===== src/rtl/line_arb.sv =====
// Cache-line arbiter: picks one of NCH clients, latches its request for the qspi
// controller, and reports completion (done) or watchdog abort (err) back to it.
module line_arb #(
   parameter  int NCH         = 2,
   parameter  int PA          = 22,
   parameter  int LINE_LENGTH = 4,
   parameter  int FIXED_PRIO  = 0,
   parameter  int TIMEOUT     = 255,
   localparam int TW          = PA - $clog2(LINE_LENGTH),
   localparam int CHW         = (NCH > 1) ? $clog2(NCH) : 1
) (
   input  logic              clk,
   input  logic              reset,
   input  logic [NCH-1:0]    req,
   input  logic [NCH-1:0]    write,
   input  logic [NCH-1:0]    mem,
   input  logic [NCH*TW-1:0] tag,
   output logic [NCH-1:0]    gnt,
   output logic [NCH-1:0]    done,
   output logic [NCH-1:0]    err,
   output logic              q_req,
   output logic              q_write,
   output logic              q_mem,
   output logic [TW-1:0]     q_tag,
   output logic [CHW-1:0]    q_chan,
   input  logic              q_done
);

   localparam int CW = (TIMEOUT > 0) ? $clog2(TIMEOUT + 1) : 1;

   typedef enum logic [1:0] {IDLE, BUSY, GAP} state_t;

   state_t          state_reg, state_next;
   logic [CHW-1:0]  ptr_reg;
   logic [CHW-1:0]  ptr_next;
   logic [CW-1:0]   cnt_reg;
   logic [CHW-1:0]  win;
   logic [CHW-1:0]  idx;
   logic            found;
   logic            start, finish_ok, expire;
   logic [TW-1:0]   tag_arr [NCH];

   genvar gi;
   generate
      for (gi = 0; gi < NCH; gi++) begin : g_tag
         assign tag_arr[gi] = tag[gi*TW +: TW];
      end
   endgenerate

   // Search starts at ptr (round-robin) or at 0 (fixed priority), wrapping at NCH.
   always_comb begin
      win   = '0;
      idx   = '0;
      found = 1'b0;
      for (int i = 0; i < NCH; i++) begin
         idx = CHW'((FIXED_PRIO != 0) ? i : ((int'(ptr_reg) + i) % NCH));
         if (!found && req[idx]) begin
            found = 1'b1;
            win   = idx;
         end
      end
   end

   assign ptr_next = (q_chan == CHW'(NCH - 1)) ? '0 : q_chan + CHW'(1);
   assign q_req    = (state_reg == BUSY);

   always_comb begin
      state_next = state_reg;
      start      = 1'b0;
      finish_ok  = 1'b0;
      expire     = 1'b0;
      case (state_reg)
         IDLE: begin
            if (|req) begin
               start      = 1'b1;
               state_next = BUSY;
            end
         end
         BUSY: begin
            // q_done takes precedence over a coincident timeout.
            if (q_done) begin
               finish_ok  = 1'b1;
               state_next = GAP;
            end else if (TIMEOUT != 0 && cnt_reg == CW'(TIMEOUT - 1)) begin
               expire     = 1'b1;
               state_next = GAP;
            end
         end
         GAP:     state_next = IDLE;
         default: state_next = IDLE;
      endcase
   end

   always_ff @(posedge clk) begin
      if (reset) begin
         state_reg <= IDLE;
      end else begin
         state_reg <= state_next;
      end
   end

   always_ff @(posedge clk) begin
      if (reset) begin
         ptr_reg <= '0;
         cnt_reg <= '0;
         gnt     <= '0;
         done    <= '0;
         err     <= '0;
         q_write <= 1'b0;
         q_mem   <= 1'b0;
         q_tag   <= '0;
         q_chan  <= '0;
      end else begin
         done <= '0;
         err  <= '0;
         if (start) begin
            gnt      <= '0;
            gnt[win] <= 1'b1;
            q_write  <= write[win];
            q_mem    <= mem[win];
            q_tag    <= tag_arr[win];
            q_chan   <= win;
            cnt_reg  <= '0;
         end
         if (state_reg == BUSY) begin
            cnt_reg <= cnt_reg + CW'(1);
         end
         if (finish_ok) begin
            done[q_chan] <= 1'b1;
            gnt          <= '0;
            ptr_reg      <= ptr_next;
         end
         if (expire) begin
            err[q_chan] <= 1'b1;
            gnt         <= '0;
            ptr_reg     <= ptr_next;
         end
      end
   end

endmodule


===== config.mk =====
export PLATFORM = sky130hd
export DESIGN_NAME = line_arb
export DESIGN_NICKNAME = d
export VERILOG_FILES = /design/src/rtl/line_arb.sv
export SDC_FILE = /design/constraint.sdc
export NUM_CORES = 1
export LEC_CHECK = 0
export ABC_AREA = 1
export BUFFER_PORTS_ARGS = -buffer_cell sky130_fd_sc_hd__buf_2
export CAP_MARGIN = 10
export CORE_UTILIZATION = 43
export DETAILED_ROUTE_END_ITERATION = 6
export PLACE_DENSITY = 0.76
export SYNTH_ARGS = -nofsm -noshare
export SYNTH_HDL_FRONTEND = slang
export SYNTH_SLANG_ARGS = --single-unit

===== constraint.sdc =====
create_clock -name clk -period 1.2 [get_ports clk]
set_clock_uncertainty 0.15 [all_clocks]
set_input_delay 0 -clock clk [delete_from_list [all_inputs] [get_ports clk]]
set_output_delay 0 -clock clk [all_outputs]
set_load 0.02 [all_outputs]

==> results_dict.tcl <==
set metrics [dict create \
    synth_seq_cells 40 \
    dr.pass1.iters 5 \
    initial_core_util_pct 46.4 \
    ys_top_cells_by_count "78 x nand2_1, 71 x nand3_1, 40 x dfxtp_1, 32 x inv_1, 17 x nor2_1" \
    grt_usage_pct 38.3 \
    yosysWarnings 0 \
    power_mw 4.44 \
    post-route-drc-count 0 \
    grt_max_degree 25 \
    nNetsFinal 500 \
    period_needed_ps 1670 \
    seq_power_share_pct 34.6 \
    violations "negative setup slack" \
    internal_power_mw 2.91 \
    clock_path_buffers 2 \
    critPathSlowestCell "dfxtp_2" \
    dieArea_sq_um 4710 \
    drt-total-wl_microns 11000 \
    design.core.area_sq_um 4120 \
    wl_per_cell_microns 22.0 \
    p_per_area_nw_per_um2 1180 \
    cp.arrival_ps 1720 \
    grt_pass1_wl_microns 12600 \
    placed_cells 423 \
    place_hpwl_microns 3470 \
    ys_seq_area_share_pct 42.0 \
    place_area_sq_um 2510 \
    synth_top_cell_area_share_pct 42.0 \
    final_area_sq_um 3750 \
    synth-simple-area-share_pct 41.2 \
    slew_viol_final 0 \
    syn-num-nets 335 \
    path_class "reg2reg" \
    peakVddDrop_v 0.00101 \
    root_buffer "clkbuf_8" \
    synth_mux_area_share_pct 0 \
    relSlewSlack_pct 73.0 \
    tightestPinTransition_ps 404 \
    hold_class "in2reg" \
    synth_edf_count 0 \
    synthArstFlopShare_pct 0 \
    p_sw_mw 1.53 \
    drtIter0Drc 351 \
    slowest_delay_ps 340 \
    clock_latency_ps 300 \
    post_drt_via_cell_ratio 5.95 \
    synth_cells 284 \
    largest_register_ffs 20 \
    cts_sinks 40 \
    whs_ps 41.6 \
    worst-path-max-fanout 6 \
    cts_tree "done" \
    power.share.clock_pct 27.8 \
    path_delay_family "buffers and inverters" \
    p_comb_share_pct 37.6 \
    ant_nets 0 \
    ys_types 21 \
    finalSetupViolCount 42 \
    stdcell_count 502 \
    final.setup.tns_ps -11380 \
    drive_above_1_share_pct 47.6 \
    finalHoldViolations 0 \
    area_growth_pct 96.6 \
    row_count 23 \
    antenna_found_initial 2 \
    grt_pass1_vias 2683 \
    clk_transition_reported_paths_ps 80 \
    synthTopCellsByArea "dfxtp_1 42%, nand3_1 19%, nand2_1 15%, inv_1 6.3%, nor2_1 3.3%" \
    worst_slack_ps -471 \
    overflow 0 \
    p_sw_share_pct 34.5 \
    synth-xor-area-share_pct 0 \
    crit_buf_inv 4 \
    gp_congestion 0.788 \
    grt_setup_unrepaired "yes" \
    via_count 2987 \
    synth-main-ff-cell "dfxtp_1" \
    synth_fa_ha_area_share_pct 1.31 \
    io_buffers 78 \
    total_leakage_power_nw 2.00 \
    syn_area_per_cell_sq_um 6.72 \
    ios 79 \
    period_share_pct 139 \
    path_cells "buf_6 > nor2_4 > o21ai_4 > clkbuf_16 > buf_12 > nand2_4 > nand3_2 > nand2_1 > inv_1" \
    synth_compound_area_share_pct 4.33 \
    cp-start-kind "flip-flop" \
    synth_top_family_by_area "simple AND/OR/NAND/NOR gates" \
    fmax_ghz 0.599 \
    syn_area_sq_um 1910 \
    crit_path_end_kind "flip-flop" \
    die_x_microns 68.6 \
    die_y_microns 68.6 \
    drv_cap 0 \
    cts_inserted_buffers 5 \
    required_ps 1250 \
    synth_top_area_cell "dfxtp_1" \
    htreeDepth 2 \
    status "finished, violations left" \
    synth.most_common_cell "nand2_1" \
]
## area by class of cell
| type | count | area (sq um) |
|---|---|---|
| clock buffer | 7 | 96.3 |
| fill | 141 | 364 |
| tap | 50 | 62.6 |
| timing repair buffer | 172 | 1350 |
| sequential | 40 | 811 |
| antenna | 2 | 5.00 |
| inverter | 34 | 130 |
| clock inverter | 1 | 30.0 |
| multi-input combinational | 196 | 1270 |
## metrics by stage
step                      utilization [%]  worst slack [ps]
final                                91.2              -471
after global routing                 91.2              -561
after CTS                            84.9              -159
after detailed placement             61.0              -488
after global placement               61.0              -394
after floorplan                         -             -57.6
## worst reg2reg max path, delay by kind of cell, from the launching register on
kind | cells | cell delay, ps
AOI/OAI and AO/OA | 1 | 140
buffers and inverters | 4 | 540
DFF | 1 | 340
and+or+nand+nor | 4 | 400
## cells by family after synthesis
| family | Yosys count |
|---|---|
| flops | 40 |
| simple gates | 178 |
| compound gates | 15 |
| buf+inv | 49 |
| fa+ha+maj | 2 |
## placed cells by master, fill, tap and decap left out
cell,count
and3_1,1
nor2_1,12
a21oi_2,5
o32ai_1,1
o21ai_2,1
dfxtp_2,2
diode_2,2
nand2_1,50
nor3_2,2
nand4_1,3
a21oi_1,3
buf_12,5
nand2_4,12
nand3_4,2
buf_6,13
o21ai_0,4
nand2_2,17
dfxtp_4,2
inv_2,4
nor3_1,2
clkbuf_16,1
dfxtp_1,36
nand3_1,47
nor2_2,3
clkbuf_8,7
bufinv_16,1
ha_4,2
buf_4,28
nor2_4,6
o21ai_4,1
inv_4,1
nand3_2,22
buf_2,77
inv_1,29
dlygate4sd3_1,48
## power by group through the flow
| stage | logic (mW) | clock network (mW) | registers [mW] |
|---|---|---|---|
| final | 1.67 | 1.23 | 1.54 |
| after detailed placement | 0.880 | 0 | 1.51 |
| after CTS | 1.29 | 1.21 | 1.50 |
| after floorplan | 0.441 | 0 | 1.62 |
| after global routing | 1.76 | 1.29 | 1.55 |
| after global placement | 0.868 | 0 | 1.51 |
## worst paths after layout
path | startpoint | to | slack (ps) | cells after the start
setup reg to reg | state_reg[0] | q_tag[11] | -470 | 9
hold / removal | reset | cnt_reg[1] | 40 | 4
setup / recovery | state_reg[0] | q_tag[11] | -470 | 9
hold reg to reg | cnt_reg[0] | cnt_reg[0] | 390 | 2
## routing by layer
metal  GRT usage (%)  vias to the layer above  wire [microns]
met3            23.0                      104            1390
met4            34.1                        2            1010
met1            33.8                     1345            3640
li1                -                     1245               -
met2            60.3                      291            4970
met5            5.00                        -              27
## what timing repair did
action | in CTS | in global routing
setup endpoints to repair | 39 | 41
gates resized for setup | 68 | 46
setup buffers | 9 | 11
hold endpoints to repair | 32 | 0
pin swaps | 24 | 17
hold buffers | 48 | 0
cloned | 3 | 0
Note: power is estimated with default switching activity, not from simulation.
